`config.mk`:
```
export PLATFORM = sky130hd
export DESIGN_NAME = uart_rx_core
export DESIGN_NICKNAME = d
export VERILOG_FILES = /design/src/rtl/uart_pkg.sv /design/src/rtl/uart_rx_fifo.sv /design/src/rtl/uart_rx_core.sv
export SDC_FILE = /design/constraint.sdc
export NUM_CORES = 1
export LEC_CHECK = 0
export BUFFER_PORTS_ARGS = -buffer_cell sky130_fd_sc_hd__buf_4
export CORE_MARGIN = 3
export CORE_UTILIZATION = 54
export CTS_CLUSTER_DIAMETER = 40
export DETAILED_ROUTE_END_ITERATION = 7
export GPL_TIMING_DRIVEN = 0
export PLACE_DENSITY = 0.79
export SYNTH_ARGS = -nofsm -noshare
export SYNTH_HDL_FRONTEND = slang
export SYNTH_HIERARCHICAL = 1
export SYNTH_SLANG_ARGS = --single-unit
```
`constraint.sdc`:
```
create_clock -name clk -period 4.3 [get_ports clk]
set_input_delay 0.43 -clock clk [delete_from_list [all_inputs] [get_ports clk]]
set_output_delay 0.43 -clock clk [all_outputs]
set_load 0.05 [all_outputs]
```
`src/rtl/uart_pkg.sv`:
```
// Shared types and constants for the UART receive path: FSM state encoding,
// parity-select codes and the oversample positions used by the majority voter.
package uart_pkg;

    typedef enum logic [2:0] {
        RX_IDLE,
        RX_START,
        RX_DATA,
        RX_PARITY,
        RX_STOP1,
        RX_STOP2,
        RX_BRKWAIT
    } rx_state_e;

    localparam logic [1:0] PAR_NONE = 2'b00;
    localparam logic [1:0] PAR_EVEN = 2'b01;
    localparam logic [1:0] PAR_ODD  = 2'b10;

    // The three votes straddle the bit centre; the decision is taken on the last one.
    localparam int unsigned OSR_DEFAULT      = 16;
    localparam int unsigned SAMPLE_FIRST_DEF = OSR_DEFAULT / 2 - 1;
    localparam int unsigned SAMPLE_MID_DEF   = OSR_DEFAULT / 2;
    localparam int unsigned SAMPLE_LAST_DEF  = OSR_DEFAULT / 2 + 1;

    function automatic int unsigned sample_tick_first(input int unsigned osr);
        return osr / 2 - 1;
    endfunction

    function automatic int unsigned sample_tick_mid(input int unsigned osr);
        return osr / 2;
    endfunction

    function automatic int unsigned sample_tick_last(input int unsigned osr);
        return osr / 2 + 1;
    endfunction

endpackage

```
`src/rtl/uart_rx_fifo.sv`:
```
// Small first-word-fall-through FIFO; the head entry is presented combinationally
// and reads as zero while the FIFO is empty.
module uart_rx_fifo #(
    parameter int WIDTH = 11,
    parameter int DEPTH = 4
) (
    input  logic                     clk,
    input  logic                     rst,
    input  logic                     push_i,
    input  logic                     pop_i,
    input  logic [WIDTH-1:0]         wdata_i,
    output logic [WIDTH-1:0]         rdata_o,
    output logic                     full_o,
    output logic                     empty_o,
    output logic [$clog2(DEPTH):0]   level_o
);

    localparam int AW = $clog2(DEPTH);
    localparam int LW = AW + 1;
    localparam logic [LW-1:0] FULL_LVL = LW'(DEPTH);

    logic [WIDTH-1:0] mem_q [DEPTH];
    logic [AW-1:0]    wr_ptr_q;
    logic [AW-1:0]    rd_ptr_q;
    logic [LW-1:0]    level_q;
    logic             do_push;
    logic             do_pop;

    // A pop frees the slot in the same cycle, so a full FIFO can still accept a push.
    assign do_pop  = pop_i && (level_q != '0);
    assign do_push = push_i && ((level_q != FULL_LVL) || do_pop);

    always_ff @(posedge clk) begin
        if (do_push) begin
            mem_q[wr_ptr_q] <= wdata_i;
        end
    end

    always_ff @(posedge clk or posedge rst) begin
        if (rst) begin
            wr_ptr_q <= '0;
            rd_ptr_q <= '0;
            level_q  <= '0;
        end else begin
            if (do_push) begin
                wr_ptr_q <= wr_ptr_q + 1'b1;
            end
            if (do_pop) begin
                rd_ptr_q <= rd_ptr_q + 1'b1;
            end
            case ({do_push, do_pop})
                2'b10:   level_q <= level_q + 1'b1;
                2'b01:   level_q <= level_q - 1'b1;
                default: level_q <= level_q;
            endcase
        end
    end

    assign empty_o = (level_q == '0);
    assign full_o  = (level_q == FULL_LVL);
    assign level_o = level_q;
    assign rdata_o = empty_o ? '0 : mem_q[rd_ptr_q];

endmodule

```
`src/rtl/uart_rx_core.sv`:
```
// Oversampling UART receiver: input synchroniser, 3-sample majority voter, frame FSM,
// and a receive FIFO carrying per-character framing/parity flags.
module uart_rx_core
    import uart_pkg::*;
#(
    parameter int DATA_W      = 9,
    parameter int OSR         = 16,
    parameter int FIFO_DEPTH  = 4,
    parameter int SYNC_STAGES = 2
) (
    input  logic                            clk,
    input  logic                            rst,
    input  logic                            enable_i,
    input  logic                            brg_sample_i,
    input  logic [3:0]                      nbits_i,
    input  logic [1:0]                      pdsel_i,
    input  logic                            stop2_i,
    input  logic                            rxd_i,
    input  logic                            pop_i,
    output logic [DATA_W-1:0]               data_o,
    output logic                            ferr_o,
    output logic                            perr_o,
    output logic                            empty_o,
    output logic                            full_o,
    output logic [$clog2(FIFO_DEPTH):0]     level_o,
    output logic                            oerr_o,
    input  logic                            oerr_clr_i,
    output logic                            brk_o,
    output logic                            rts_o
);

    localparam int CW = $clog2(OSR);
    localparam int LW = $clog2(FIFO_DEPTH) + 1;
    localparam int EW = DATA_W + 2;

    localparam logic [CW-1:0] TICK_S0   = CW'(sample_tick_first(OSR));
    localparam logic [CW-1:0] TICK_S1   = CW'(sample_tick_mid(OSR));
    localparam logic [CW-1:0] TICK_DEC  = CW'(sample_tick_last(OSR));
    localparam logic [CW-1:0] TICK_WRAP = CW'(OSR - 1);
    localparam logic [3:0]    NB_MIN    = 4'd5;
    localparam logic [3:0]    NB_MAX    = 4'(DATA_W);
    localparam logic [LW-1:0] RTS_LVL   = LW'(FIFO_DEPTH - 2);

    logic [SYNC_STAGES-1:0] sync_q;
    logic                   rx_prev_q;
    logic                   rxs;
    logic [CW-1:0]          cnt_q;
    logic                   s0_q;
    logic                   s1_q;

    rx_state_e              state_q, state_d;
    logic [3:0]             nbits_q, nbits_d;
    logic [1:0]             pdsel_q, pdsel_d;
    logic                   stop2_q, stop2_d;
    logic [3:0]             bit_idx_q, bit_idx_d;
    logic [DATA_W-1:0]      data_q, data_d;
    logic                   par_q, par_d;
    logic                   ferr_q, ferr_d;
    logic                   brk_q, brk_d;
    logic                   oerr_q;
    logic                   rts_q;

    logic                   tick;
    logic                   start_det;
    logic                   at_dec;
    logic                   at_wrap;
    logic                   bit_val;
    logic                   par_en;
    logic                   perr_calc;
    logic [3:0]             nbits_clamp;
    logic                   frame_push;
    logic [EW-1:0]          frame_entry;
    logic [EW-1:0]          head;

    assign rxs       = sync_q[SYNC_STAGES-1];
    assign tick      = brg_sample_i && enable_i;
    assign start_det = (state_q == RX_IDLE) && enable_i && rx_prev_q && !rxs;
    assign at_dec    = tick && (cnt_q == TICK_DEC);
    assign at_wrap   = tick && (cnt_q == TICK_WRAP);
    assign bit_val   = (s0_q & s1_q) | (s0_q & rxs) | (s1_q & rxs);
    assign par_en    = (pdsel_q == PAR_EVEN) || (pdsel_q == PAR_ODD);

    always_ff @(posedge clk or posedge rst) begin
        if (rst) begin
            sync_q    <= '1;
            rx_prev_q <= 1'b1;
            cnt_q     <= '0;
            s0_q      <= 1'b0;
            s1_q      <= 1'b0;
        end else begin
            sync_q    <= {sync_q[SYNC_STAGES-2:0], rxd_i};
            rx_prev_q <= rxs;
            if (start_det) begin
                cnt_q <= '0;
            end else if (tick) begin
                cnt_q <= (cnt_q == TICK_WRAP) ? '0 : cnt_q + 1'b1;
            end
            if (tick && (cnt_q == TICK_S0)) begin
                s0_q <= rxs;
            end
            if (tick && (cnt_q == TICK_S1)) begin
                s1_q <= rxs;
            end
        end
    end

    always_comb begin
        nbits_clamp = nbits_i;
        if (nbits_i < NB_MIN) begin
            nbits_clamp = NB_MIN;
        end else if (nbits_i > NB_MAX) begin
            nbits_clamp = NB_MAX;
        end
    end

    // Unused high data bits stay zero, so reducing over the whole register is safe.
    always_comb begin
        perr_calc = 1'b0;
        if (pdsel_q == PAR_EVEN) begin
            perr_calc = (^data_q) ^ par_q;
        end else if (pdsel_q == PAR_ODD) begin
            perr_calc = ~((^data_q) ^ par_q);
        end
    end

    always_comb begin
        state_d    = state_q;
        nbits_d    = nbits_q;
        pdsel_d    = pdsel_q;
        stop2_d    = stop2_q;
        bit_idx_d  = bit_idx_q;
        data_d     = data_q;
        par_d      = par_q;
        ferr_d     = ferr_q;
        brk_d      = 1'b0;
        frame_push = 1'b0;

        case (state_q)
            RX_IDLE: begin
                if (start_det) begin
                    state_d   = RX_START;
                    nbits_d   = nbits_clamp;
                    pdsel_d   = pdsel_i;
                    stop2_d   = stop2_i;
                    bit_idx_d = '0;
                    data_d    = '0;
                    par_d     = 1'b0;
                    ferr_d    = 1'b0;
                end
            end
            RX_START: begin
                if (at_dec && bit_val) begin
                    state_d = RX_IDLE;
                end else if (at_wrap) begin
                    state_d = RX_DATA;
                end
            end
            RX_DATA: begin
                if (at_dec) begin
                    data_d = data_q | (DATA_W'(bit_val) << bit_idx_q);
                end
                if (at_wrap) begin
                    if (bit_idx_q == nbits_q - 4'd1) begin
                        state_d = par_en ? RX_PARITY : RX_STOP1;
                    end else begin
                        bit_idx_d = bit_idx_q + 4'd1;
                    end
                end
            end
            RX_PARITY: begin
                if (at_dec) begin
                    par_d = bit_val;
                end
                if (at_wrap) begin
                    state_d = RX_STOP1;
                end
            end
            RX_STOP1: begin
                if (at_dec) begin
                    if (!bit_val && (data_q == '0) && (!par_en || !par_q)) begin
                        brk_d   = 1'b1;
                        state_d = RX_BRKWAIT;
                    end else begin
                        ferr_d = !bit_val;
                        if (!stop2_q) begin
                            frame_push = 1'b1;
                            state_d    = RX_IDLE;
                        end
                    end
                end else if (at_wrap && stop2_q) begin
                    state_d = RX_STOP2;
                end
            end
            RX_STOP2: begin
                if (at_dec) begin
                    ferr_d     = ferr_q | !bit_val;
                    frame_push = 1'b1;
                    state_d    = RX_IDLE;
                end
            end
            RX_BRKWAIT: begin
                if (rxs) begin
                    state_d = RX_IDLE;
                end
            end
            default: state_d = RX_IDLE;
        endcase

        if (!enable_i) begin
            state_d    = RX_IDLE;
            frame_push = 1'b0;
            brk_d      = 1'b0;
        end
    end

    assign frame_entry = {ferr_d, perr_calc, data_q};

    always_ff @(posedge clk or posedge rst) begin
        if (rst) begin
            state_q   <= RX_IDLE;
            nbits_q   <= '0;
            pdsel_q   <= '0;
            stop2_q   <= 1'b0;
            bit_idx_q <= '0;
            data_q    <= '0;
            par_q     <= 1'b0;
            ferr_q    <= 1'b0;
            brk_q     <= 1'b0;
        end else begin
            state_q   <= state_d;
            nbits_q   <= nbits_d;
            pdsel_q   <= pdsel_d;
            stop2_q   <= stop2_d;
            bit_idx_q <= bit_idx_d;
            data_q    <= data_d;
            par_q     <= par_d;
            ferr_q    <= ferr_d;
            brk_q     <= brk_d;
        end
    end

    uart_rx_fifo #(
        .WIDTH (EW),
        .DEPTH (FIFO_DEPTH)
    ) u_fifo (
        .clk     (clk),
        .rst     (rst),
        .push_i  (frame_push),
        .pop_i   (pop_i),
        .wdata_i (frame_entry),
        .rdata_o (head),
        .full_o  (full_o),
        .empty_o (empty_o),
        .level_o (level_o)
    );

    // Overrun set takes priority over a same-cycle clear.
    always_ff @(posedge clk or posedge rst) begin
        if (rst) begin
            oerr_q <= 1'b0;
            rts_q  <= 1'b1;
        end else begin
            if (frame_push && full_o && !pop_i) begin
                oerr_q <= 1'b1;
            end else if (oerr_clr_i) begin
                oerr_q <= 1'b0;
            end
            rts_q <= (level_o <= RTS_LVL);
        end
    end

    assign data_o = head[DATA_W-1:0];
    assign perr_o = head[DATA_W];
    assign ferr_o = head[DATA_W+1];
    assign oerr_o = oerr_q;
    assign brk_o  = brk_q;
    assign rts_o  = rts_q;

endmodule

```
### After elaboration in Yosys (flattened, before gate mapping)

Memory sizes are Yosys's and may differ from the RTL's.
Index checks and enable logic that the tools add are counted.

* word-level logic and storage cells: 163
* memories kept: 1
* output and inout bits: 19
* register bits: 44
* RAM bits: 44
* bits of input ports: 14

* magnitude comparators: 3
* add/subtract/negate cells: 7
* muxes and demuxes: 53
* shift-type cells: 1
* equal/unequal tests: 31
* reductions and logical operators: 39
* bitwise operators: 9

Memories
* u_fifo.mem_q: words 4, width 11, rd ports 1, clocked after memory_dff 0, wr ports 1, RTL line uart_rx_fifo.sv:22 `logic [WIDTH-1:0] mem_q [DEPTH];`

Operator list (number)
* 3-bit two-way mux: 14
* 4-bit two-way mux: 8
* 1-bit two-way mux: 21
* 3-bit inequality test, second input constant: 7
* 3-bit one-hot mux with 7 select lines: 1
* 9-bit two-way mux: 2
* 9-bit one-hot mux with 2 select lines: 1
* 1-bit logical AND: 16
* 3-bit == test, second input constant: 4
* 4-bit == test, second input constant: 3
* 11-bit two-way mux: 1
* 2-bit inequality test, second input constant: 5
* 2-bit nonzero test: 5
* 9-bit logical NOT: 1
* 9-bit bitwise OR: 1
* 9-bit AND reduction: 1
* 9-bit XOR reduction: 1
* 1-bit by 4-bit left shift with 9-bit output: 1
* 4-bit by 1-bit adder with 4-bit output, second input constant: 2
* 4-bit inequality test, second input constant: 2
* 4-bit one-hot mux with 2 select lines: 1
* 3-bit by 2-bit == test with 1-bit output, second input constant: 2
* 3-bit logical NOT: 2
* 3-bit one-hot mux with 2 select lines: 1
* 25 further kinds: 40

### Logic depth before layout (Yosys ltp)

* depth in word-level cells: 13
* mapped depth: 14
* gate-level depth less buffers: 14

### By module

Netlist, hierarchy kept.

Modules (own cells, without submodules)
* uart_rx_core: instances 1, area each 2145.8 sq um, cells each 236, sequential area each 930.9 sq um
* uart_rx_fifo: instances 1, area each 2097.0 sq um, cells each 109, sequential area each 1496.4 sq um

### Worst setup path before layout

Ideal clock, no wire load.

* kind: register to register
* from: register sync_q[1]
* to: register u_fifo.level_q[2], in the netlist u_fifo/level_o[2]
* buffers on the path: 0
* period minus slack after synthesis: 2.734 ns
* arrival time: 2.652 ns
* path slack: 1.566 ns
* stages on the path, launching flop included: 13
* data required time: 4.218 ns
* cell sequence: dfstp_2 > maj3_2 > or4b_4 > a21oi_1 > nor3_1 > o21a_4 > inv_1 > ha_1 > inv_1 > fa_1 > xor2_1 > nor2_1 > xor2_1

* cells in the longest elaborated chain, start to end: 13
* elaborated cells between the ends (all ways): 16

Ends and longest elaborated chain
* start: declaration: RTL line uart_rx_core.sv:44 `logic [SYNC_STAGES-1:0] sync_q;`
* start signal: assignment: RTL line uart_rx_core.sv:91 `sync_q <= {sync_q[SYNC_STAGES-2:0], rxd_i};`
* 1-bit AND: RTL line uart_rx_core.sv:80 `assign bit_val = (s0_q & s1_q) | (s0_q & rxs) | (s1_q & rxs);`
* 1-bit bitwise OR: RTL line uart_rx_core.sv:80
* 1-bit bitwise OR *: RTL line uart_rx_core.sv:80
* 1-bit logical NOT *: RTL line uart_rx_core.sv:180 `if (!bit_val && (data_q == '0) && (!par_en || !par_q)) begin`
* 1-bit logical AND * (2 in a row): RTL line uart_rx_core.sv:180
* 1-bit two-way mux *: RTL line uart_rx_core.sv:180
* 1-bit two-way mux *: RTL line uart_rx_core.sv:179 `if (at_dec) begin`
* 1-bit one-hot mux with 2 select lines *: RTL line uart_rx_core.sv:138 `case (state_q)`
* 1-bit two-way mux *: RTL line uart_rx_core.sv:209 `if (!enable_i) begin`
* via frame_push: RTL line uart_rx_core.sv:71 `logic frame_push;`
* 1-bit logical AND *: RTL line uart_rx_fifo.sv:31 `assign do_push = push_i && ((level_q != FULL_LVL) || do_pop);`
* 2-bit by 1-bit == test with 1-bit output or 2-bit == test (tied branches): RTL line uart_rx_fifo.sv:51 `case ({do_push, do_pop})`
* 3-bit one-hot mux with 2 select lines or 2-bit nonzero test (tied branches)
* end signal: assignment: RTL line uart_rx_fifo.sv:52 `2'b10: level_q <= level_q + 1'b1;`
* end signal: assignment: RTL line uart_rx_fifo.sv:53 `2'b01: level_q <= level_q - 1'b1;`
* end signal: assignment: RTL line uart_rx_fifo.sv:54 `default: level_q <= level_q;`
* end: declaration: RTL line uart_rx_fifo.sv:25 `logic [LW-1:0] level_q;`

The timed path passes the listed nets; every way through them passes the cells marked *.
A chain may end at the register's enable or synchronous reset.

### Worst setup path in the final report

* from: register pdsel_q[0]
* to: register u_fifo.level_q[2], in the netlist u_fifo/level_o[2]

* cells in the longest elaborated chain, start to end: 12
* elaborated cells between the ends (all ways): 15

Ends and longest elaborated chain
* start: declaration: RTL line uart_rx_core.sv:53 `logic [1:0] pdsel_q, pdsel_d;`
* start signal: assignment: RTL line uart_rx_core.sv:232 `pdsel_q <= pdsel_d;`
* 2-bit by 1-bit == test with 1-bit output or 2-bit == test (tied branches): RTL line uart_rx_core.sv:81 `assign par_en = (pdsel_q == PAR_EVEN) || (pdsel_q == PAR_ODD);`
* 1-bit logical OR *: RTL line uart_rx_core.sv:81
* 1-bit logical NOT *: RTL line uart_rx_core.sv:180
* 1-bit logical OR *: RTL line uart_rx_core.sv:180
* 1-bit logical AND *: RTL line uart_rx_core.sv:180
* 1-bit two-way mux *: RTL line uart_rx_core.sv:180
* 1-bit two-way mux *: RTL line uart_rx_core.sv:179
* 1-bit one-hot mux with 2 select lines *: RTL line uart_rx_core.sv:138
* 1-bit two-way mux *: RTL line uart_rx_core.sv:209
* via frame_push: RTL line uart_rx_core.sv:71
* 1-bit logical AND *: RTL line uart_rx_fifo.sv:31
* 2-bit by 1-bit == test with 1-bit output or 2-bit == test (tied branches): RTL line uart_rx_fifo.sv:51
* 3-bit one-hot mux with 2 select lines or 2-bit nonzero test (tied branches)

Marks and branches as above.

==> metrics.md <==
| Metric | Value |
|---|---|
| Compound-cell area share of the yosys netlist | `7.28%` |
| Max VDD drop | `approximately 0.27 mV` |
| GRT Resource Usage Total | `about a fifth` |
| Unique masters post-synth | `56` |
| Die Y-Extent | `94.6 um` |
| DRC Markers | `0` |
| Initial antenna violation count | `0` |
| Post-synth top flop | `edfxtp_1` |
| DR pass1 iterations | `4` |
| Syn avg cell area | `12.3 sq um` |
| Number of synthesized flops with an enable pin | `between 40 and 50` |
| Worst path bufs/invs | `3` |
| Most common cell after layout, fill and taps aside | `edfxtp_1` |
| Routed met3 length | `roughly 230 um` |
| Clk_lat worst skew | `between 0.3 and 0.4 ns` |
| Maximum number of pins on one net before global-route repair | `38` |
| Die Area | `roughly 9000 sq um` |
| TritonCTS Buffers | `9` |
| CP Launch Type | `flip-flop` |
| Worst-margin pin slew | `about 0.79 ns` |
| Final setup viols | `0` |
| Final Net Count | `~420` |
| Number of global-route vias before repair | `roughly 2800` |
| Core ar. | `about 7400 sq um` |
| Async SR Flop Fraction | `roughly 50%` |
| GRT overflow | `0` |
| Post-synthesis adder-cell area fraction | `between 5 and 6%` |
| CTS Root Buffer Type | `clkbuf_8` |
| Crit share post-route | `about 72%` |
| Crit. End Element | `flip-flop` |
| Top Layer Used | `met4` |
| Critical path arrival | `3.36 ns` |
| Crit-path slowest cell | `or4b_4` |
| Routability cong. | `~0.89` |
| Antenna diode count | `0` |
| RSZ-0062 raised after global routing | `false` |
| Starting Density | `approximately 57%` |
| Synth Area in XOR/XNOR | `4.28%` |
| #FFs+latches synth | `roughly 90` |
| Final hold vios | `0` |
| DR WL met2 | `between 4000 and 5000 um` |
| CTS sink cnt | `~90` |
| Global-route wire length before repair | `between 10000 and 15000 um` |
| Row cnt | `31` |
| Max cap viols | `0` |
| # IOs | `33` |
| Post-synthesis simple-gate area fraction | `14.3%` |
| Vias per cell | `approximately 5.6` |
| Setup tns final | `0 ns` |
| Post-DP HPWL | `between 5000 and 6000 um` |
| Mux contribution to synthesized area | `under 10%` |
| Syn nets | `around 380` |
| Post-CTS Setup Inserts | `0` |
| CP delay by family, top | `adder cells` |
| Final clock skew | `approximately 0.011 ns` |
| WP data required | `about 4.6 ns` |
| Most frequent CP cell | `inv_1` |
| Post-CTS resize count | `0` |
| Metal-1 WL | `approximately 3600 um` |
| Worst-path cell chain | `inv_1 -> ha_1 -> nor2b_1 -> or4b_4 -> a21oi_1 -> nor3_1 -> o21a_4 -> inv_1 -> ha_1 -> inv_1 -> fa_1 -> xor2_1 -> nor2_1 -> xor2_1` |
| PortBufs | `32` |
| R2r setup slk | `about 1.2 ns` |
| Area Growth Syn to Fin | `14.0%` |
| Min Clock Period, post-route | `3.07 ns` |
| Critical setup path kind | `flip-flop to flip-flop` |
| Htree depth | `3` |
| Pwr/cell area | `626 nW/um^2` |
| Per-cell routed wire length | `roughly 16 um` |
| Yosys Warn Count | `6` |
| Number of buffers on the longest clock path | `2` |
| Fin. max-slew vios | `0` |
| Largest family of logic cells by synthesized area | `simple AND/OR/NAND/NOR gates` |
| First DRT Iteration DRCs | `84` |
| Antenna viol nets, final | `0` |
| Tot Pwr | `roughly 0.0030 W` |
| Die width | `between 90 and 100 um` |
| Worst-path maximum fanout | `7` |
| TritonCTS clock tree | `yes` |
| Commonest non-fill, non-tap cells in the layout | `44 x edfxtp_1, 40 x dfrtp_1, 33 x buf_4, 28 x inv_1, 27 x nand2_1` |
| Slew margin rel. | `a little under half` |
| Register clock-pin slew on the reported worst setup and hold paths | `about 0.1 ns` |
| Slowest stage delay, CP | `roughly 0.56 ns` |
| Hold Crit Class | `primary input to async pin` |
| Synthesized cell area | `4240 sq um` |
| Min Hold Slack | `0.0174 ns` |
| Post-Syn Instances | `approximately 350` |
| Routed WL | `about 8100 um` |
| DR vias | `about 2700` |
| Leakage | `1.96 nW` |
| Fmax | `0.325 GHz` |
| Sequential fraction of the synthesis area | `57.2%` |
| Outcome | `completed` |
| Layout cells sized above 1 | `between 20% and 30%` |
| Fillers | `568` |
| Hold buffer count at CTS | `0` |
## state kept, by name, summed over array words and instances, names as in the netlist, 2 cells and up
signal / cells
bit_idx_q: 4
cnt_q: 4
data_q: 9
nbits_q: 4
pdsel_q: 2
state_q: 3
sync_q: 2
u_fifo/level_o: 3
u_fifo/mem_q: 44
u_fifo/rd_ptr_q: 2
u_fifo/wr_ptr_q: 2
## path summary, 6_finish.rpt
check / from / end / depth (start not counted)
worst max-delay path: pdsel_q[0] / u_fifo/level_o[2] / 14
worst max register to register: pdsel_q[0] / u_fifo/level_o[2] / 14
min in group clk: rxd_i / sync_q[0] / 1
worst min register to register: sync_q[0] / sync_q[1] / 0
worst min-delay path: rst / u_fifo/level_o[2] / 2
max in group asynchronous: rst / ferr_q / 2
## stage by stage
stage	instance area, sq um	setup slack [ns]	util (%)	instances
final	4840	1.23	65.0	492
after global routing	4840	1.03	65.0	492
after CTS	4840	1.23	65.0	492
after detailed placement	4610	1.27	61.9	476
after global placement	4610	1.31	61.9	476
after floorplan	4240	1.57	-	345
## logic make-up (layout without fill, tap and decap cells)
kind of cell | after synthesis | count (layout)
compound gates | 50 | 50
simple gates | 112 | 112
mux | 18 | 18
xor+xnor | 19 | 19
flops | 88 | 88
fa+ha+maj | 18 | 18
buf+inv | 40 | 88
## synth_stat cells (2+ instances only)
cell type,instances,area [sq um]
buf_2,3,15.0
xor2_1,9,78.8
xnor2_1,9,78.8
mux4_2,11,248
and3_1,2,12.5
a21oi_1,16,80.1
a31oi_1,2,12.5
nor3b_1,2,15.0
nor3_1,9,45.0
nor2b_1,16,100
dfrtp_1,40,1000
nand4_1,2,12.5
nor2_1,23,86.3
edfxtp_1,44,1320
nand3_1,6,30.0
inv_1,29,109
nand3b_1,2,15.0
a311oi_1,2,17.5
o211ai_1,2,15.0
and2_1,2,12.5
nand2_1,27,101
and2_2,4,30.0
clkbuf_1,6,22.5
or4_1,2,15.0
dfstp_2,4,105
mux2_2,4,45.0
ha_1,16,200
o21ai_0,16,80.1
nand2b_1,5,31.3
mux2i_1,2,20.0
o22ai_1,3,18.8
## per-layer routing
| layer | vias to the layer above | global-route usage, % |
|---|---|---|
| li1 | 1311 | - |
| met1 | 1375 | 25.9 |
| met2 | 46 | 35.1 |
| met4 | 0 | 6.73 |
| met5 | - | 0 |
| met3 | 9 | 2.79 |
## report_power, final
part	switching, W	internal [W]
combinational	0.000798	0.000482
sequential	0.000100	0.000992
clock	0.000316	0.000339
total	0.00121	0.00181
## layout make-up
class                           count  area [sq um]  area share (%)
Clock buffer                        9           124            2.56
Timing Repair Buffer               32           240            4.97
Inverter                           29           109            2.25
Tap cell                           99           124            2.56
Multi-Input combinational cell    217          1660            34.2
Sequential cell                    88          2430            50.2
Clock inverter                      7           108            2.22
Buffer                             11          50.0            1.03
## worst reg2reg max path, cell delays in order (launching register included)
cell and delay, ns:
dfrtp_1 0.36, inv_1 0.06, ha_1 0.39, nor2b_1 0.09, or4b_4 0.56, a21oi_1 0.19
nor3_1 0.10, o21a_4 0.17, inv_1 0.06, ha_1 0.18, inv_1 0.06, fa_1 0.37
xor2_1 0.16, nor2_1 0.12, xor2_1 0.15
Note: power is estimated with default switching activity, not from simulation.
